$ cat src/rtl/output_ram_pkg.sv
// ----------------------------------------------------------------------------
// output_ram_pkg
// Shared constants and types for the play_gif frame output RAM and its
// sequencing controller. The RAM and the controller both import this package
// so that address and word widths cannot drift apart.
//   DEPTH  : number of RAM entries used as a circular FIFO (legal 2..16)
//   ADDR_W : RAM address width (fixed by the RAM port)
//   DATA_W : RAM word width
//   OUT_W  : display beat width, half a RAM word
//   CNT_W  : occupancy counter width, wide enough to hold 0..DEPTH
// ----------------------------------------------------------------------------
package output_ram_pkg;

    localparam int DEPTH  = 5;
    localparam int ADDR_W = 4;
    localparam int DATA_W = 64;
    localparam int OUT_W  = DATA_W / 2;
    localparam int CNT_W  = $clog2(DEPTH + 1);

    typedef logic [ADDR_W-1:0] addr_t;
    typedef logic [DATA_W-1:0] word_t;
    typedef logic [OUT_W-1:0]  beat_t;
    typedef logic [CNT_W-1:0]  cnt_t;

    // Which half of the current RAM word is being presented to the display.
    typedef enum logic {
        HALF_LO = 1'b0,
        HALF_HI = 1'b1
    } half_t;

    // Count of DEPTH expressed in counter width, used for full/ready decode.
    function automatic cnt_t depth_cnt();
        return cnt_t'(DEPTH);
    endfunction

endpackage

$ cat src/rtl/output_ram_ctrl_ring_ptr.sv
// ----------------------------------------------------------------------------
// ring_ptr
// Modulo-DEPTH pointer used for the write and read sides of the output RAM
// FIFO. Advances by one on i_inc and wraps DEPTH-1 -> 0. i_clear returns it
// to 0 synchronously and wins over i_inc. Upper address bits beyond what
// DEPTH needs stay zero.
//   i_clk      : system clock
//   i_reset_p  : asynchronous active-high reset
//   i_clear    : synchronous clear (frame restart)
//   i_inc      : advance pointer at the next edge
//   o_ptr      : current pointer value (registered)
// ----------------------------------------------------------------------------
module ring_ptr #(
    parameter int DEPTH  = 5,
    parameter int ADDR_W = 4
) (
    input  logic              i_clk,
    input  logic              i_reset_p,
    input  logic              i_clear,
    input  logic              i_inc,
    output logic [ADDR_W-1:0] o_ptr
);

    localparam logic [ADDR_W-1:0] PTR_LAST = ADDR_W'(DEPTH - 1);

    logic [ADDR_W-1:0] ptr_r;
    logic [ADDR_W-1:0] ptr_next_s;

    // Next pointer: clear first, then wrap-aware increment, else hold.
    always_comb begin
        ptr_next_s = ptr_r;
        if (i_clear) begin
            ptr_next_s = {ADDR_W{1'b0}};
        end else if (i_inc) begin
            if (ptr_r == PTR_LAST) begin
                ptr_next_s = {ADDR_W{1'b0}};
            end else begin
                ptr_next_s = ptr_r + {{(ADDR_W-1){1'b0}}, 1'b1};
            end
        end else begin
            ptr_next_s = ptr_r;
        end
    end

    // Pointer register.
    always_ff @(posedge i_clk or posedge i_reset_p) begin
        if (i_reset_p) begin
            ptr_r <= {ADDR_W{1'b0}};
        end else begin
            ptr_r <= ptr_next_s;
        end
    end

    assign o_ptr = ptr_r;

endmodule

$ cat src/rtl/output_ram_ctrl.sv
// ----------------------------------------------------------------------------
// output_ram_ctrl
// Sequencing controller for the 5-entry x 64-bit frame output RAM. The RAM is
// used as a circular FIFO: 64-bit words arrive from the decoder stage over a
// valid/ready handshake and leave towards the display as two 32-bit beats,
// low half first. The controller drives every RAM port; the RAM sits next to
// it in the parent and has a combinational read.
//
// Ports
//   i_clk, i_reset_p      : clock, asynchronous active-high reset
//   i_flush               : synchronous clear of pointers, count and half
//   i_valid/i_data/o_ready: producer word handshake
//   o_valid/o_data/i_ready: consumer beat handshake
//   o_count/o_full/o_empty: occupancy status
//   o_ram_*               : RAM write data, addresses, write and read enables
//   i_ram_rdata           : RAM read data (combinational from o_ram_addr_r)
// ----------------------------------------------------------------------------
module output_ram_ctrl
    import output_ram_pkg::*;
(
    input  logic              i_clk,
    input  logic              i_reset_p,
    input  logic              i_flush,
    input  logic              i_valid,
    input  logic [DATA_W-1:0] i_data,
    output logic              o_ready,
    output logic              o_valid,
    output logic [OUT_W-1:0]  o_data,
    input  logic              i_ready,
    output logic [CNT_W-1:0]  o_count,
    output logic              o_full,
    output logic              o_empty,
    output logic [DATA_W-1:0] o_ram_wdata,
    output logic [ADDR_W-1:0] o_ram_addr_w,
    output logic [ADDR_W-1:0] o_ram_addr_r,
    output logic              o_ram_write,
    output logic              o_ram_read,
    input  logic [DATA_W-1:0] i_ram_rdata
);

    addr_t wr_ptr_s;
    addr_t rd_ptr_s;
    cnt_t  count_r;
    cnt_t  count_next_s;
    half_t half_r;
    half_t half_next_s;

    logic  ready_s;
    logic  valid_s;
    logic  push_s;
    logic  beat_acc_s;
    logic  pop_word_s;
    beat_t beat_s;

    // Ready depends only on the registered count so a same-cycle pop cannot
    // open the input; the producer sees space one cycle after it appears.
    assign ready_s    = (count_r < depth_cnt());
    assign valid_s    = (count_r != {CNT_W{1'b0}});
    assign push_s     = i_valid & ready_s;
    assign beat_acc_s = valid_s & i_ready;
    assign pop_word_s = beat_acc_s & (half_r == HALF_HI);

    ring_ptr #(
        .DEPTH  (DEPTH),
        .ADDR_W (ADDR_W)
    ) u_wr_ptr (
        .i_clk     (i_clk),
        .i_reset_p (i_reset_p),
        .i_clear   (i_flush),
        .i_inc     (push_s),
        .o_ptr     (wr_ptr_s)
    );

    ring_ptr #(
        .DEPTH  (DEPTH),
        .ADDR_W (ADDR_W)
    ) u_rd_ptr (
        .i_clk     (i_clk),
        .i_reset_p (i_reset_p),
        .i_clear   (i_flush),
        .i_inc     (pop_word_s),
        .o_ptr     (rd_ptr_s)
    );

    // Half-select state: toggles on every accepted beat, holds under backpressure.
    always_comb begin
        half_next_s = half_r;
        case (half_r)
            HALF_LO: begin
                if (beat_acc_s) begin
                    half_next_s = HALF_HI;
                end else begin
                    half_next_s = HALF_LO;
                end
            end
            HALF_HI: begin
                if (beat_acc_s) begin
                    half_next_s = HALF_LO;
                end else begin
                    half_next_s = HALF_HI;
                end
            end
            default: begin
                half_next_s = HALF_LO;
            end
        endcase
    end

    // Half-select state register; flush abandons a half-delivered word.
    always_ff @(posedge i_clk or posedge i_reset_p) begin
        if (i_reset_p) begin
            half_r <= HALF_LO;
        end else if (i_flush) begin
            half_r <= HALF_LO;
        end else begin
            half_r <= half_next_s;
        end
    end

    // Occupancy: +1 on push, -1 on completed word, unchanged when both happen.
    always_comb begin
        count_next_s = count_r;
        case ({push_s, pop_word_s})
            2'b10: begin
                count_next_s = count_r + {{(CNT_W-1){1'b0}}, 1'b1};
            end
            2'b01: begin
                count_next_s = count_r - {{(CNT_W-1){1'b0}}, 1'b1};
            end
            default: begin
                count_next_s = count_r;
            end
        endcase
    end

    // Occupancy register; flush overrides any coincident push or pop.
    always_ff @(posedge i_clk or posedge i_reset_p) begin
        if (i_reset_p) begin
            count_r <= {CNT_W{1'b0}};
        end else if (i_flush) begin
            count_r <= {CNT_W{1'b0}};
        end else begin
            count_r <= count_next_s;
        end
    end

    // Beat selection from the combinational RAM read, zero when nothing is held.
    always_comb begin
        beat_s = {OUT_W{1'b0}};
        if (valid_s) begin
            if (half_r == HALF_HI) begin
                beat_s = i_ram_rdata[DATA_W-1:OUT_W];
            end else begin
                beat_s = i_ram_rdata[OUT_W-1:0];
            end
        end else begin
            beat_s = {OUT_W{1'b0}};
        end
    end

    assign o_ready      = ready_s;
    assign o_valid      = valid_s;
    assign o_data       = beat_s;
    assign o_count      = count_r;
    assign o_full       = (count_r == depth_cnt());
    assign o_empty      = ~valid_s;

    // A flush coincident with a push still writes the RAM; the entry is simply
    // forgotten because the pointers and count are cleared at the same edge.
    assign o_ram_write  = push_s;
    assign o_ram_addr_w = wr_ptr_s;
    assign o_ram_wdata  = i_data;
    assign o_ram_read   = valid_s;
    assign o_ram_addr_r = rd_ptr_s;

endmodule

$ cat config.mk
export PLATFORM = sky130hd
export DESIGN_NAME = output_ram_ctrl
export DESIGN_NICKNAME = d
export VERILOG_FILES = /design/src/rtl/output_ram_pkg.sv /design/src/rtl/output_ram_ctrl_ring_ptr.sv /design/src/rtl/output_ram_ctrl.sv
export SDC_FILE = /design/constraint.sdc
export NUM_CORES = 1
export LEC_CHECK = 0
export CORE_MARGIN = 8
export CORE_UTILIZATION = 24
export DETAILED_ROUTE_END_ITERATION = 6
export HOLD_SLACK_MARGIN = 0.06
export PLACE_DENSITY_LB_ADDON = 0.15
export SLEW_MARGIN = 20
export SYNTH_ARGS = -nofsm -noshare
export SYNTH_HDL_FRONTEND = slang
export SYNTH_SLANG_ARGS = --single-unit
export TNS_END_PERCENT = 100
$ cat constraint.sdc
create_clock -name i_clk -period 3 [get_ports i_clk]
set_input_delay 0.9 -clock i_clk [delete_from_list [all_inputs] [get_ports i_clk]]
set_output_delay 0.9 -clock i_clk [all_outputs]
set_load 0.02 [all_outputs]
==> metrics.txt, run 1 <==
Synth Flop Type=dfrtp_1; CP arrival=approximately 1.9 ns; Final nets=roughly 420; Iteration-0 DRC Markers=23; Post-CTS Setup Repair Bufs=0; cts bufs inserted=3; CP Max Fanout=30; CTS H-tree depth=1; vias in the first global route=1561; layout cells sized above 1=0.1075; die area=~0.01 mm^2; total grt overflow=0; max_slew headroom=0.6767; final wirelength=between 6 and 7 mm; Flop pwr share=0.211; post-route setup TNS=0 ns; fin util=0.3732; global-route wire length before repair=roughly 9.1 mm; worst clock skew=0.001193 ns; RSZ-0062 raised after global routing=no; I/O pins=246; Final HPWL DP=around 5.3 mm; Post-synth ARST share=1.000; Peak VDD IR=around 0.11 mV; Post-Syn Area=0.001730 mm^2; later-pin clock latency in the skew report=~0.24 ns; Rows=31; clock group share of total power=0.192; Initial Util=0.2438; Cell Int Power=558.2 uW; fin crit period=2.835 ns; Die Ht=approximately 100 um; Slew Viols, Final=0; Vias=approximately 1600; Die W=100.9 um; sw power=around 340 uW; crit start category=flop; endpoints failing hold=0; CTS tree=done; Mapped Avg Cell Area=7.901 um^2; Crit Path Category=reg -> out; Wirelength per Cell=~17 um; GPL Wtd Cong=between 0.7 and 0.8; synth warn=0; switch share=0.3800; top cell type's share of synthesized area=0.2820; Root Buffer=clkbuf_8; Pwr Total=about 900 uW; leakage power=approximately 0.0012 uW; Max Buffers Root-to-Sink=2; Mapped Nets=~360; core box area=around 0.007 mm^2; Reg clk slew, reported paths=0.05 ns; Synth Instances=between 200 and 250; final setup violation count=0; Area Overhead vs Synth=53.07%; Worst EP required=approximately 2.1 ns; # diodes=0; Max Cap Violations=0; Via density=around 4.3; Hold Path Class=reg -> reg; Tcrit/Tclk final=0.9451; cts hold-fix bufs=0; fill count=between 700 and 800; Logic pwr share=0.597; top post-synthesis cells by area=buf_4 28%, mux2i_1 20%, dfrtp_1 17%, nor2_1 9.3%, ha_1 3.6%; placed cell areas=approximately 0.0026 mm^2; fin area=between 0.002 and 0.003 mm^2; sequential area share after synthesis=0.1735; initial antenna violation count=0; Final ANT Viol Nets=0; total track usage=0.1112; CP endpoint kind=output pin; power per cell area=between 300 and 400 mW/mm^2; outcome=complete, no violations; Num Clock Sinks=12; Worst-Margin Slew=approximately 0.48 ns; cell taking the most area after synthesis=buf_4; Port-buffer cells=roughly 120; 1st-pass router iterations=4; Netlist cell types=33; EDFF count, synth=0; hold slack=between 0.5 and 0.6 ns; DRC Markers=0; synthesized flop and latch total=12; largest net degree at the start of global routing=31; Fmax achieved=~350 MHz
logic make-up (layout without fill, tap and decap cells):
| logic type | after synthesis | in the layout | share of synthesized area |
|---|---|---|---|
| fa+ha+maj | 6 | 6 | 0.04772 |
| mux | 36 | 36 | 0.2090 |
| flops | 12 | 12 | 0.1735 |
| buf+inv | 84 | 144 | 0.3319 |
| compound gates | 14 | 14 | 0.06291 |
| simple gates | 67 | 67 | 0.1750 |
cells in the mapped netlist, drive strengths merged (2+ instances only):
master / instances
mux2i: 35
nor2b: 3
nor2: 43
dfrtp: 12
o211ai: 2
nand2: 8
nand2b: 2
inv: 9
o21ai: 2
a21oi: 5
buf: 75
ha: 5
nand3: 2
nor3: 3
per-stage QoR:
| stage | instances | setup WS, ns |
|---|---|---|
| final | 378 | 0.1647 |
| after global routing | 378 | 0.03595 |
| after floorplan | 219 | 0.3928 |
| after detailed placement | 374 | -0.07093 |
| after global placement | 374 | -0.08372 |
| after CTS | 378 | 0.1119 |
state kept, by name (all words and copies together), names as in the netlist:
name / flops
half_r: 1
o_count: 3
u_rd_ptr.o_ptr: 4
u_wr_ptr.o_ptr: 4
path summary, 6_finish.rpt:
kind / startpoint / to / slack, ns / depth (start not counted)
max: o_count[2]$_DFFE_PP0P_ / o_empty / 0.16 / 3
max reg2reg: o_count[2]$_DFFE_PP0P_ / o_count[2]$_DFFE_PP0P_ / 0.46 / 10
min reg2reg: u_rd_ptr.o_ptr[3]$_DFFE_PP0P_ / u_rd_ptr.o_ptr[3]$_DFFE_PP0P_ / 0.57 / 2
min in group asynchronous: i_reset_p / u_wr_ptr.o_ptr[0]$_DFFE_PP0P_ / 0.98 / 2
max in group asynchronous: i_reset_p / half_r$_DFF_PP0_ / 1.67 / 2
min: u_rd_ptr.o_ptr[3]$_DFFE_PP0P_ / u_rd_ptr.o_ptr[3]$_DFFE_PP0P_ / 0.57 / 2
area by class of cell:
type	count	area (um^2)	area share
inverter	9	36.28	0.01370
timing repair buffer	131	1270	0.4795
sequential	12	301.5	0.1138
clock buffer	4	55.05	0.02078
multi-input combinational	123	862.1	0.3255
tap	99	123.9	0.04676
per-layer routing:
metal	part of all wire	wire length, um	global-route usage	vias to the layer above
li1	-	-	-	764
met1	0.39	2461	0.1191	728
met2	0.46	2921	0.1910	121
met3	0.15	915	0.06008	4
met4	0.0011	7	0.01718	0
met5	0	0	0	-
cell usage in the layout (no fill, tap or decap), types with 2 or more instances in the layout:
master	n
buf_4	13
o21ai_0	2
clkdlybuf4s50_1	84
mux2i_1	35
nor3_1	2
ha_1	5
nand2b_1	2
dfrtp_1	11
inv_1	8
clkbuf_8	4
a21oi_1	4
nand3_1	2
nor2b_1	3
dlygate4sd2_1	31
buf_12	3
nand2_1	7
nor2_1	43
power groups by stage:
stage	clock (uW)	sequential [uW]	combinational, uW
after floorplan	0	191	401
after global placement	0	193	591
after detailed placement	0	194	591
after CTS	181	191	548
after global routing	187	193	578
final	173	190	538
worst max-delay path, stage by stage, from the launching register on:
cell,delay [ns]
dfrtp_1,0.49
nor3_4,0.34
buf_12,0.23
clkdlybuf4s50_1,0.63
repair_timing:
item                                   in CTS  in global routing
gates resized for setup                    31                  0
setup endpoints to repair                  31                  0
endpoints found under the hold margin       0                  0
(Power assumes the default switching activity.)
==> run 2, diff against run 1 <==
--- a/config.mk
+++ b/config.mk
@@ -5,6 +5,7 @@
 export SDC_FILE = /design/constraint.sdc
 export NUM_CORES = 1
 export LEC_CHECK = 0
+export CAP_MARGIN = 20
 export CORE_MARGIN = 8
 export CORE_UTILIZATION = 24
 export DETAILED_ROUTE_END_ITERATION = 6
==> results of run 2 <==
Same layout as run 1: the final DEF is identical, and so are final timing and power.
